**config.mk**
```make
export PLATFORM = sky130hd
export DESIGN_NAME = mac_feeder
export DESIGN_NICKNAME = d
export VERILOG_FILES = /design/src/rtl/mac_feeder.sv
export SDC_FILE = /design/constraint.sdc
export NUM_CORES = 1
export LEC_CHECK = 0
export CAP_MARGIN = 20
export CORE_MARGIN = 4
export CORE_UTILIZATION = 40
export CTS_BUF_LIST = sky130_fd_sc_hd__clkbuf_4 sky130_fd_sc_hd__clkbuf_8
export DETAILED_ROUTE_END_ITERATION = 8
export PLACE_DENSITY = 0.87
export SYNTH_ARGS = -nofsm -noshare
export SYNTH_HDL_FRONTEND = slang
export SYNTH_SLANG_ARGS = --single-unit
```
**constraint.sdc**
```tcl
create_clock -name clk -period 2.6 [get_ports clk]
set_clock_uncertainty 0.2 [all_clocks]
set_input_delay 0.65 -clock clk [delete_from_list [all_inputs] [get_ports clk]]
set_output_delay 0.65 -clock clk [all_outputs]
set_load 0.1 [all_outputs]
```
**src/rtl/mac_feeder.sv**
```systemverilog
// Sequences operand pairs into an external multiply-accumulate unit, one dot product at a time,
// and captures each finished accumulation behind a valid/ready result port.
module mac_feeder #(
  parameter int DATA_WIDTH = 8,
  parameter int VEC_LEN    = 8
) (
  input  logic                    clk,
  input  logic                    rst_n,
  input  logic                    in_valid,
  output logic                    in_ready,
  input  logic [DATA_WIDTH-1:0]   in_a,
  input  logic [DATA_WIDTH-1:0]   in_b,
  input  logic                    flush,
  output logic                    mac_en,
  output logic                    mac_clr,
  output logic [DATA_WIDTH-1:0]   mac_a,
  output logic [DATA_WIDTH-1:0]   mac_b,
  input  logic [3*DATA_WIDTH-1:0] mac_cout,
  output logic                    res_valid,
  input  logic                    res_ready,
  output logic [3*DATA_WIDTH-1:0] res_data,
  output logic [7:0]              vec_count,
  output logic                    busy
);

  localparam int CW = $clog2(VEC_LEN + 1);

  typedef enum logic [2:0] {
    IDLE    = 3'd0,
    CLEAR   = 3'd1,
    FEED    = 3'd2,
    DRAIN   = 3'd3,
    CAPTURE = 3'd4,
    RESULT  = 3'd5
  } state_t;

  state_t                  state_q, state_d;
  logic [CW-1:0]           cnt_q, cnt_d;
  logic                    mac_en_q, mac_en_d;
  logic [DATA_WIDTH-1:0]   mac_a_q, mac_a_d;
  logic [DATA_WIDTH-1:0]   mac_b_q, mac_b_d;
  logic                    res_valid_q, res_valid_d;
  logic [3*DATA_WIDTH-1:0] res_data_q, res_data_d;
  logic [7:0]              vec_count_q, vec_count_d;
  logic                    in_hs;

  // Ready depends only on the state register and flush, never on in_valid.
  assign in_ready  = (state_q == FEED) && !flush;
  assign in_hs     = in_valid && in_ready;
  assign mac_clr   = (state_q == CLEAR);
  assign busy      = (state_q == CLEAR) || (state_q == FEED) ||
                     (state_q == DRAIN) || (state_q == CAPTURE);
  assign mac_en    = mac_en_q;
  assign mac_a     = mac_a_q;
  assign mac_b     = mac_b_q;
  assign res_valid = res_valid_q;
  assign res_data  = res_data_q;
  assign vec_count = vec_count_q;

  always_comb begin
    state_d     = state_q;
    cnt_d       = cnt_q;
    mac_en_d    = 1'b0;
    mac_a_d     = mac_a_q;
    mac_b_d     = mac_b_q;
    res_valid_d = res_valid_q;
    res_data_d  = res_data_q;
    vec_count_d = vec_count_q;

    case (state_q)
      IDLE:  state_d = CLEAR;
      CLEAR: begin
        cnt_d   = '0;
        state_d = FEED;
      end
      FEED: begin
        if (in_hs) begin
          mac_en_d = 1'b1;
          mac_a_d  = in_a;
          mac_b_d  = in_b;
          cnt_d    = cnt_q + 1'b1;
          if (cnt_q == CW'(VEC_LEN - 1)) state_d = DRAIN;
        end
      end
      // The MAC consumes the final pair during DRAIN; its sum is visible in CAPTURE.
      DRAIN: state_d = CAPTURE;
      CAPTURE: begin
        res_data_d  = mac_cout;
        res_valid_d = 1'b1;
        state_d     = RESULT;
      end
      RESULT: begin
        if (res_ready) begin
          res_valid_d = 1'b0;
          vec_count_d = vec_count_q + 8'd1;
          state_d     = CLEAR;
        end
      end
      default: state_d = IDLE;
    endcase

    // Flush overrides any handshake decided above in the same cycle.
    if (flush) begin
      state_d     = CLEAR;
      mac_en_d    = 1'b0;
      res_valid_d = 1'b0;
      cnt_d       = '0;
      vec_count_d = vec_count_q;
    end
  end

  always_ff @(posedge clk or negedge rst_n) begin
    if (!rst_n) begin
      state_q     <= IDLE;
      cnt_q       <= '0;
      mac_en_q    <= 1'b0;
      mac_a_q     <= '0;
      mac_b_q     <= '0;
      res_valid_q <= 1'b0;
      res_data_q  <= '0;
      vec_count_q <= '0;
    end else begin
      state_q     <= state_d;
      cnt_q       <= cnt_d;
      mac_en_q    <= mac_en_d;
      mac_a_q     <= mac_a_d;
      mac_b_q     <= mac_b_d;
      res_valid_q <= res_valid_d;
      res_data_q  <= res_data_d;
      vec_count_q <= vec_count_d;
    end
  end

endmodule
```
### Word-level counts from Yosys, hierarchy flattened

Index checks and enable logic that the tools add are counted.

| word-level totals | value |
|---|---|
| logic and storage cells | 48 |
| flip-flop bits (word level) | 57 |
| output and inout port bits | 53 |
| bits of input ports | 45 |

| operators by class | value |
|---|---|
| $add $sub $neg | 2 |
| equal/unequal tests | 9 |
| reductions and logical operators | 14 |
| multiplexer cells | 14 |
| bitwise gates (word level) | 1 |

Operator list:

| operator | count |
|---|---|
| $pmux W3 S6 | 1 |
| $mux W3 | 4 |
| $add A8 B1 Y8 const B | 1 |
| $mux W4 | 2 |
| $pmux W4 S2 | 1 |
| $eq A3 B2 Y1 const B | 2 |
| $eq A3 B3 Y1 const B | 2 |
| $ne A3 B3 Y1 const B | 2 |
| $reduce_and A2 Y1 | 3 |
| $reduce_and A3 Y1 | 2 |
| $reduce_bool A3 Y1 | 2 |
| $mux W1 | 5 |
| $add A4 B1 Y4 const B | 1 |
| $eq A4 B3 Y1 const B | 1 |
| $eq A3 B1 Y1 const B | 1 |
| $logic_not A3 Y1 | 1 |
| $logic_or A1 B1 Y1 | 3 |
| $ne A3 B2 Y1 const B | 1 |
| $logic_and A1 B1 Y1 | 2 |
| $pmux W1 S2 | 1 |
| $logic_not A1 Y1 | 1 |
| $not A1 Y1 | 1 |

### Depth between registers and ports, before layout

Gate-level depths: netlist of the first run.

| logic depth | value |
|---|---|
| depth in word-level cells | 6 |
| depth in mapped cells | 5 |

### Worst setup path after synthesis of the first run

Ideal clock, no wire load.

| timing path | value |
|---|---|
| path kind | register to output |
| start point | register state_q[2] |
| end point | output mac_clr |
| setup slack | -444 ps |
| data arrival time | 2194 ps |
| cell stages (with the launch flop) | 4 |
| cell sequence | dfrtp_1 -> buf_2 -> or2b_2 -> nor2_1 |

| on the way | value |
|---|---|
| longest elaborated chain between the ends | 1 |

Ends and longest elaborated chain:

| item | line | text |
|---|---|---|
| from (decl) | 37 | `state_t state_q, state_d;` |
| from (signal assigned) | 123 | `state_q <= state_d;` |
| $eq A3 B1 Y1 | 50 | `assign mac_clr = (state_q == CLEAR);` |
| to (decl) | 15 | `output logic mac_clr,` |

Every way passes these cells.

### Worst setup path after layout of the first run

| timing path | value |
|---|---|
| start point | input flush |
| end point | output in_ready |

| on the way | value |
|---|---|
| longest elaborated chain between the ends | 2 |

Ends and longest elaborated chain:

| item | line | text |
|---|---|---|
| from (decl) | 13 | `input logic flush,` |
| $logic_not A1 Y1 | 48 | `assign in_ready = (state_q == FEED) && !flush;` |
| $logic_and A1 B1 Y1 | 48 |  |
| to (decl) | 10 | `output logic in_ready,` |

Every way passes these cells.

==> impl_metrics.ini, run 1 <==
[floorplanning]
die_w_um = 86.02
design.core.area_um2 = 5921
row_count = 28
fp.dieH_um = 86.02
dieArea_um2 = 7399
initial_utilization_pct = 41.12
num_io_pins = 98

[setup_path]
crit_required_ns = 1.75
critPathMaxFanout = 2
arrival_ns = 1.65
end_kind = output pin
worstRegToRegCells = 5
crit_path_start_kind = input port
crit_type = in -> out

[timing]
max_freq_ghz = 0.4006
setup_viol = 0
period_share_pct = 96.01
tightestPinTransition_ns = 0.7338
fin_crit_ns = 2.496
rsz0062_at_grt = no
whs_ns = 0.1837
slew_headroom_pct = 51.08
hold_viol = 0
slew_viol_final = 0
setup_slack_ns = 0.1038

[routing]
avgViaCountPerCell = 4.840
wl_per_cell_um = 14.81
ant_nets = 0
vias = 1723
dr.pass1.iters = 4
drt_iter0_markers = 95
drc = 0
drt-total-wl_mm = 5.274

[flow_run]
drv_cap = 0

[synth]
syn_inst = 167
yosys_warnings = 0
syn_area_um2 = 2435
synth_cell_type_count = 39
synth_fp_nets = 214
ys_async_sr_fraction_pct = 100.0
ys_ff_latch = 57
synth_edf_count = 0
postSynthAreaPerCell_um2 = 14.58
synth_ff_type = dfrtp_1
seq_area_frac_synth_pct = 58.58

[placement]
post-place-ws_ns = 0.1119
dp_hpwl_mm = 3.883
portBuffers = 97
routabilityCongestion = 0.7731
placed_area_um2 = 3425

[cts]
worstSkewPairLatency_ns = 0.32
cts_resized = 0
clkTransAtPathRegs_ns = 0.07
cts.sinks = 57
cts_tree = built
clock_path_buffers = 2
cts_max_level = 3
hold_buffers = 0
clock_tree.root_cell = clkbuf_8
cts_inserted_buffers = 9
cts_setup_buffers = 0

[grt]
grt_util_met2_pct = 25.09
grt_first_pass_wirelength_mm = 8.535
grt_max_degree = 32
grt_overflow = 0
grt_util_met1_pct = 16.74
antenna_found_initial = 0
grt_use_total_pct = 14.86
grt-busiest-layer = met2
grt_util_met3_pct = 5.283
first_global_vias = 1874

[finish]
post-route-util_pct = 61.71
drive_gt1_share_pct = 46.26
final_area_um2 = 3654
area_growth_syn_to_layout_pct = 50.05
layout_common_cells = dfrtp_1 (57), buf_4 (57), clkdlybuf4s50_1 (43)
nets = 323
diodes = 0

[hold_path]
hold_class = in -> async

[outcome]
status = complete, no violations
## cells in the mapped netlist (3+ instances only)
| cell type | n | share of area (%) |
|---|---|---|
| a21oi_1 | 3 | 0.62 |
| buf_4 | 3 | 0.92 |
| dfrtp_1 | 57 | 59 |
| mux2_2 | 33 | 15 |
| mux2_4 | 8 | 4.9 |
| nand2_1 | 5 | 0.77 |
| nand2b_1 | 6 | 1.5 |
| nand3_1 | 4 | 0.82 |
| nand3b_1 | 4 | 1.2 |
| nor2_1 | 4 | 0.62 |
| xnor2_1 | 4 | 1.4 |
| xor2_1 | 4 | 1.4 |
## sequential cells by signal (all words and copies together), names as in the netlist
register and count:
res_data 24, mac_a 8, res_valid 1, state_q 3, mac_en 1, cnt_q 4, mac_b 8, vec_count 8
## stage by stage
stage	TNS, ns	std cells
final	0	356
after global routing	0	356
after CTS	0	356
after detailed placement	0	340
after global placement	0	340
after floorplan	-2.058	167
## cell families after synthesis
group | share of synthesized area [%]
flip-flops | 58.58
multiplexers | 20.20
AND/OR/NAND/NOR | 11.56
AO/OA/AOI/OAI | 2.981
XOR/XNOR | 2.877
buffers and inverters | 2.774
adder cells (fa/ha/maj) | 1.028
## critical path, stage by stage
cell	delay (ns)
clkdlybuf4s50_1	0.46
nor4b_4	0.31
buf_12	0.22
## worst paths after layout
check	start	to	slack, ns
max	flush	in_ready	0.10
min	rst_n	vec_count[5]	0.18
max reg2reg	state_q[2]	mac_a[0]	0.55
min reg2reg	vec_count[7]	vec_count[7]	0.28
max in group asynchronous	rst_n	mac_b[0]	1.42
min in group clk	vec_count[7]	vec_count[7]	0.28
## layout make-up
type | instances | area (um2)
fillers | 468 | 2267
flip-flops and latches | 57 | 1426
multi-input cells | 102 | 957.2
repair buffers | 105 | 943.4
clock buffers | 11 | 151.4
well taps | 75 | 93.84
clock inverters | 5 | 77.57
inverters | 1 | 3.754
## metal layers
layer	share of wire, %	wire (um)	vias to the layer above
li1	-	-	816
met1	40	2089	834
met2	51	2682	63
met3	7.8	412	10
met4	1.7	89	0
met5	0	0	-
Power of run 1 is not shown: default switching activity piles up to over one toggle a cycle in this logic, so the estimate is an artifact.
==> inputs of run 2 (changes only) <==
Settings changed: REMOVE_ABC_BUFFERS set to 1.
==> impl_metrics.ini, run 2 (synthesis gave the netlist of run 1 again) <==
[placement]
portBuffers = 97
placed_cells = 339
dp_hpwl_mm = 3.827
routabilityCongestion = 0.7984

[cts]
cts.sinks = 57
cts_max_level = 3
cts_inserted_buffers = 9
cts_tree = built
clock_tree.root_cell = clkbuf_8
cts_resized = 0
hold_buffers = 0
clkTransAtPathRegs_ns = 0.06
clock_path_buffers = 2
cts_setup_buffers = 0
worstSkewPairLatency_ns = 0.31

[timing]
rsz0062_at_grt = no
period_share_pct = 95.88
hold_viol = 0
slew_headroom_pct = 64.57
slew_viol_final = 0
tightestPinTransition_ns = 0.5315
fin_tns_setup_ns = 0
setup_viol = 0
max_freq_ghz = 0.4012
fin_crit_ns = 2.493

[setup_path]
timing.rr.start = state_q[1]
max_stage_delay_ns = 0.45
r2r_slack_ns = 0.58
crit_end = in_ready
critPathSlowestCell = clkdlybuf4s50_1
reg2reg_to = mac_b[6]
crit_path_start_kind = input port
worstRegToRegCells = 4
crit_type = in -> out
setup.worst_path.start = flush
arrival_ns = 1.64
critPathMaxFanout = 2
worstPathCellList = clkdlybuf4s50_1, nor4b_4, buf_12
end_kind = output pin
crit_required_ns = 1.75

[routing]
vias = 1711
drt-total-wl_mm = 5.143
ant_nets = 0
dr.pass1.iters = 4
avgViaCountPerCell = 4.820
drt_iter0_markers = 22
drc = 0
wl_per_cell_um = 14.49

[floorplanning]
design.core.area_um2 = 5921
fp.dieH_um = 86.02
num_io_pins = 98
die_w_um = 86.02
initial_utilization_pct = 41.12
row_count = 28
dieArea_um2 = 7399

[finish]
nets = 322
diodes = 0
drive_gt1_share_pct = 45.36
final-instance-count-excl-fill = 355
area_growth_syn_to_layout_pct = 48.72
layout_commonest_cell = dfrtp_1
layout_common_cells = dfrtp_1 (57), buf_4 (56), clkdlybuf4s50_1 (43)
fillers = 490
largest_reg_flops = 24

[grt]
grt_use_total_pct = 14.42
grt_overflow = 0
antenna_found_initial = 0
grt_max_degree = 35
grt_first_pass_wirelength_mm = 8.507
first_global_vias = 1834

[outcome]
status = complete, no violations

[flow_run]
drv_cap = 0

[hold_path]
hold_class = in -> async
==> run 2: through the flow <==
step           setup slack [ns]  utilization, %  cell area (um2)  hold slack, ns
5_1_grt                 0.05505           61.16             3621          0.1434
2_1_floorplan           -0.4052               -             2371          0.1544
3_5_place_dp             0.1103           57.54             3407          0.2911
3_3_place_gp             0.1229           57.54             3407          0.2826
4_1_cts                  0.1064           61.16             3621          0.1142
6_report                 0.1072           61.16             3621          0.1117
==> run 2: metal layers <==
layer  vias to the layer above  global-route usage (%)  share of wire (%)
met5                         -                       0                  0
met4                         0                   4.892                1.2
met3                         9                   4.131                9.8
met2                        73                   23.27                 47
met1                       818                   18.61                 42
li1                        811                       -                  -
==> run 2: how the worst min path moves through the flow <==
stage,startpoint,slack [ns],end
floorplan,rst_n,0.15,cnt_q[0]
global placement,vec_count[7],0.28,vec_count[7]
detailed placement,vec_count[7],0.29,vec_count[7]
CTS,rst_n,0.11,res_data[20]
global route,rst_n,0.14,res_data[18]
finish,rst_n,0.11,res_data[11]
==> run 2: cell type report <==
type / count / area [um2] / area share, %
clock buffer: 10 / 131.4 / 3.628
clock inverter: 6 / 82.58 / 2.281
inverter: 1 / 3.754 / 0.1037
multi-input combinational: 102 / 947.2 / 26.16
sequential: 57 / 1426 / 39.39
tap: 75 / 93.84 / 2.592
timing repair buffer: 104 / 935.9 / 25.85
==> run 2: worst max-delay path: cells and delay by family <==
| kind | cells | cell delay, ns |
|---|---|---|
| AND/OR/NAND/NOR | 1 | 0.32 |
| buffers and inverters | 2 | 0.67 |
Power of run 2 is left out for the same reason.
